### src/rtl/lif_array.sv
// lif_array: N parallel leaky integrate-and-fire neurons with per-neuron
// programmable threshold and refractory period, reset-on-spike, saturating
// integration and registered spike outputs.
// Optional build macro: LIF_SPIKE_COUNT_EN adds a saturating 8-bit spike
// counter per neuron on cnt_out; without it cnt_out is tied to zero.
module lif_array #(
    parameter int N_NEURONS      = 4,
    parameter int WIDTH          = 8,
    parameter int LEAK_SHIFT     = 1,
    parameter int REFRAC_W       = 4,
    parameter int DEFAULT_THRESH = 32,
    parameter int DEFAULT_REFRAC = 2
) (
    input  logic                                                clk,
    input  logic                                                rst_n,
    input  logic                                                en,
    input  logic [N_NEURONS*WIDTH-1:0]                          current,
    input  logic                                                cfg_we,
    input  logic [((N_NEURONS > 1) ? $clog2(N_NEURONS) : 1)-1:0] cfg_addr,
    input  logic                                                cfg_sel,
    input  logic [WIDTH-1:0]                                    cfg_data,
    output logic [N_NEURONS-1:0]                                spike,
    output logic [N_NEURONS*WIDTH-1:0]                          state_out,
    output logic [N_NEURONS*8-1:0]                              cnt_out
);

    for (genvar i = 0; i < N_NEURONS; i++) begin : g_neuron
        logic [WIDTH-1:0]    state_q;
        logic [WIDTH-1:0]    thresh_q;
        logic [REFRAC_W-1:0] refrac_q;
        logic [REFRAC_W-1:0] period_q;
        logic                spike_q;
        logic [WIDTH-1:0]    cur_i;
        logic [WIDTH-1:0]    leaked;
        logic [WIDTH:0]      sum_wide;
        logic [WIDTH-1:0]    sum_sat;
        logic                fire;
        logic                cfg_hit;

        // Leak, integrate and clamp; one extra bit catches the overflow.
        // An out-of-range cfg_addr never equals any neuron index, so it is dropped.
        assign cur_i    = current[i*WIDTH +: WIDTH];
        assign leaked   = state_q >> LEAK_SHIFT;
        assign sum_wide = {1'b0, cur_i} + {1'b0, leaked};
        assign sum_sat  = sum_wide[WIDTH] ? {WIDTH{1'b1}} : sum_wide[WIDTH-1:0];
        assign fire     = (refrac_q == '0) && (sum_sat >= thresh_q);
        assign cfg_hit  = cfg_we && (int'(cfg_addr) == i);

        // Configuration registers; writes land on the edge, so a same-edge update sees the old value.
        always_ff @(posedge clk) begin
            if (!rst_n) begin
                thresh_q <= WIDTH'(DEFAULT_THRESH);
                period_q <= REFRAC_W'(DEFAULT_REFRAC);
            end else if (cfg_hit) begin
                if (cfg_sel) begin
                    period_q <= cfg_data[REFRAC_W-1:0];
                end else begin
                    thresh_q <= cfg_data;
                end
            end
        end

        // Membrane, refractory countdown and spike pulse; en low freezes state and drops spike.
        always_ff @(posedge clk) begin
            if (!rst_n) begin
                state_q  <= '0;
                refrac_q <= '0;
                spike_q  <= 1'b0;
            end else if (!en) begin
                spike_q <= 1'b0;
            end else if (refrac_q != '0) begin
                state_q  <= '0;
                refrac_q <= refrac_q - 1'b1;
                spike_q  <= 1'b0;
            end else if (fire) begin
                state_q  <= '0;
                refrac_q <= period_q;
                spike_q  <= 1'b1;
            end else begin
                state_q <= sum_sat;
                spike_q <= 1'b0;
            end
        end

        assign spike[i]                   = spike_q;
        assign state_out[i*WIDTH +: WIDTH] = state_q;

`ifdef LIF_SPIKE_COUNT_EN
        logic [7:0] cnt_q;

        // Saturating count of spikes fired since reset.
        always_ff @(posedge clk) begin
            if (!rst_n) begin
                cnt_q <= '0;
            end else if (en && fire && (cnt_q != 8'hFF)) begin
                cnt_q <= cnt_q + 8'd1;
            end
        end

        assign cnt_out[i*8 +: 8] = cnt_q;
`endif
    end

`ifndef LIF_SPIKE_COUNT_EN
    assign cnt_out = '0;
`endif

endmodule

### config.mk
export PLATFORM = sky130hd
export DESIGN_NAME = lif_array
export DESIGN_NICKNAME = d
export VERILOG_FILES = /design/src/rtl/lif_array.sv
export SDC_FILE = /design/constraint.sdc
export NUM_CORES = 1
export LEC_CHECK = 0
export ABC_AREA = 1
export BUFFER_PORTS_ARGS = -buffer_cell sky130_fd_sc_hd__buf_2
export CAP_MARGIN = 30
export CORE_ASPECT_RATIO = 0.5
export CORE_MARGIN = 2
export CORE_UTILIZATION = 35
export CTS_CLUSTER_DIAMETER = 30
export DETAILED_ROUTE_END_ITERATION = 8
export GPL_ROUTABILITY_DRIVEN = 1
export HOLD_SLACK_MARGIN = 0.1
export SYNTH_ARGS = -nofsm -noshare
export SYNTH_HDL_FRONTEND = slang
export SYNTH_SLANG_ARGS = --single-unit
export TNS_END_PERCENT = 1
### constraint.sdc
create_clock -name clk -period 2.7 [get_ports clk]
set_input_delay 0.135 -clock clk [delete_from_list [all_inputs] [get_ports clk]]
set_output_delay 0.135 -clock clk [all_outputs]
set_load 0.05 [all_outputs]
==> results_dict.tcl <==
set metrics [dict create \
    status "finished with violations" \
    violations "negative setup slack" \
    hp-class "input pin to register" \
    first_pass_iters 7 \
    setup_ws_ns -0.00296 \
    peakVddDrop_mv 0.339 \
    avgSynthCellArea_um2 6.58 \
    fin_crit_ns 2.70 \
    drc 0 \
    place_area_um2 7470 \
    startpoint_type "register" \
    rsz0062_at_grt "yes" \
    placedCellCount 1371 \
    clockBufferDepth 2 \
    die_area_um2 20400 \
    routed_wl_mm 16.7 \
    place_congestion 0.838 \
    clk-insertion-delay-late_ns 0.35 \
    antenna_found_initial 0 \
    place_hpwl_mm 12.4 \
    slew_violations 0 \
    worstPathArrival_ns 2.97 \
    syn_area_um2 6720 \
    cts_made_buffers 9 \
    power_density_nw_per_um2 556 \
    finalCritPeriodShare 1.00 \
    gr-total-overflow 0 \
    tns_ns -0.00296 \
    die_w_um 200 \
    ant_nets 0 \
    grt_max_degree 64 \
    path_class "register to register" \
    relSlewSlack 0.348 \
    max_freq_mhz 370 \
    fp.dieH_um 102 \
    antennaDiodeCount 0 \
    clock_skew_ns 0.00942 \
    synth_cell_types 34 \
    htreeDepth 3 \
    vias 6322 \
    design_area_um2 8350 \
    critPathMaxFanout 4 \
    vias_per_cell 4.51 \
    rows 35 \
    synth-seq-cells 100 \
    synthToLayoutAreaGrowth_pct 24.2 \
    synthCells 1021 \
    grt_pass1_vias 5747 \
    layout-drive-gt1-share 0.225 \
    cts_root_buf "clkbuf_16" \
    cp.required_ns 2.96 \
    ios 115 \
    whs_ns 0.134 \
    yosys_warnings 0 \
    core_area_um2 18600 \
    track_usage 0.168 \
    drt_iter0_markers 198 \
    cts_sinks 100 \
    fillCellCount 1947 \
    leakage_nw 4.10 \
    fin_cells 1402 \
    setup_violations 1 \
    mostFrequentLayoutCell "nand2_1" \
    tightest_slew_ns 0.977 \
    fin_nets 1253 \
    layout_common_cells "190 x nand2_1, 170 x nor2_1, 143 x inv_1" \
    p_total_mw 4.64 \
    hold_viol 0 \
    start_util 0.361 \
    maxCapViolCount 0 \
    yosysSeqAreaShare 0.298 \
    grt_first_pass_wirelength_mm 27.3 \
    routedWlPerCell_um 11.9 \
    port_buffers 82 \
    endpoint_kind "register" \
    cts_tree "built" \
    path_clk_slew_ns 0.08 \
]
critical path, stage by stage (launching register included):
cell	delay [ns]
dfxtp_4	0.35
ha_4	0.16
fa_2	0.34
nand2_2	0.08
buf_4	0.10
buf_4	0.08
buf_4	0.09
buf_4	0.09
inv_1	0.04
o21ai_2	0.14
ha_1	0.25
nand2_1	0.08
nor2_1	0.05
nor2_1	0.07
nand2_1	0.07
nand2_2	0.11
nand3_4	0.12
nor2_4	0.17
nand2_1	0.10
a21oi_2	0.12
synth_stat cells, drive strengths merged:
master    n  share of area
o211ai    4         0.0045
buf      45          0.048
conb      1        0.00056
fa        4          0.012
nor2    201           0.12
o21ai    75          0.058
clkinv    3         0.0017
nand3b    3         0.0034
nor3      1        0.00074
or2       6         0.0056
a21o      4         0.0045
nand2   208           0.12
ha       64           0.12
clkbuf   11         0.0061
xor2      7         0.0091
dfxtp   100           0.30
a21oi    63          0.049
xnor2     4         0.0052
nand4     5         0.0047
nand3    59          0.046
mux2i     2         0.0030
inv     151          0.084
metrics by stage:
step / util / setup WS, ns
after CTS: 0.437 / -0.0186
after floorplan: - / -0.00648
final: 0.448 / -0.00296
after global routing: 0.448 / -0.210
after detailed placement: 0.401 / -0.228
after global placement: 0.401 / -0.184
registers in the layout, indices dropped and copies added (netlist names):
| name | flops |
|---|---|
| g_neuron.refrac_q | 16 |
| g_neuron.period_q | 16 |
| g_neuron.thresh_q | 32 |
| g_neuron.spike_q | 4 |
| g_neuron.state_q | 32 |
final timing paths:
check	from	to	slack (ns)	depth (start not counted)
worst max-delay path	g_neuron[2].state_q[1]$_SDFFE_PN0P_	g_neuron[2].state_q[6]$_SDFFE_PN0P_	-0.003	19
worst min-delay path	cfg_we	g_neuron[0].thresh_q[5]$_SDFFE_PN1P_	0.13	3
worst max register to register	g_neuron[2].state_q[1]$_SDFFE_PN0P_	g_neuron[2].state_q[6]$_SDFFE_PN0P_	-0.003	19
worst min register to register	g_neuron[1].thresh_q[4]$_SDFFE_PN0P_	g_neuron[1].thresh_q[4]$_SDFFE_PN0P_	0.46	2
layer usage:
metal / vias to the layer above / global-route usage / wire (µm) / share of wire
met5: - / 0 / 0 / 0
met4: 0 / 0.0319 / 150 / 0.0090
met3: 14 / 0.0277 / 515 / 0.031
met2: 101 / 0.281 / 7350 / 0.44
met1: 2830 / 0.231 / 8730 / 0.52
li1: 3377 / - / - / -
kinds of logic (layout without fill, tap and decap cells):
group                      Yosys count  in the layout  share of synthesized area
and+or+nand+nor                    483            483                      0.298
AOI/OAI and AO/OA                  146            146                      0.115
other                                1             32                   0.000558
DFF                                100            100                      0.298
muxes                                2              2                    0.00298
adders and majority gates           68             68                      0.131
buffers and inverters              210            301                      0.140
xor gates and xnor gates            11             11                     0.0143
where the power goes:
| part | internal (mW) | switching [mW] | leakage [nW] |
|---|---|---|---|
| combinational | 0.527 | 0.959 | 3.11 |
| sequential | 1.57 | 0.0681 | 0.819 |
| clock | 0.932 | 0.582 | 0.169 |
cell type report:
cell class / count / area (µm²) / area share
clock buffer: 10 / 239 / 0.0286
tap: 259 / 324 / 0.0388
inverter: 154 / 578 / 0.0693
clock inverter: 6 / 111 / 0.0133
sequential: 100 / 2010 / 0.241
multi-input combinational: 742 / 4300 / 0.515
timing repair buffer: 131 / 781 / 0.0936
what timing repair did:
item	4_1_cts	5_1_grt
hold buffers	1	0
endpoints found under the hold margin	3	0
gates resized for setup	51	38
pin swaps	27	28
setup endpoints to repair	48	48
buffers inserted	13	1
No activity file was read; power rests on OpenSTA's default activity.
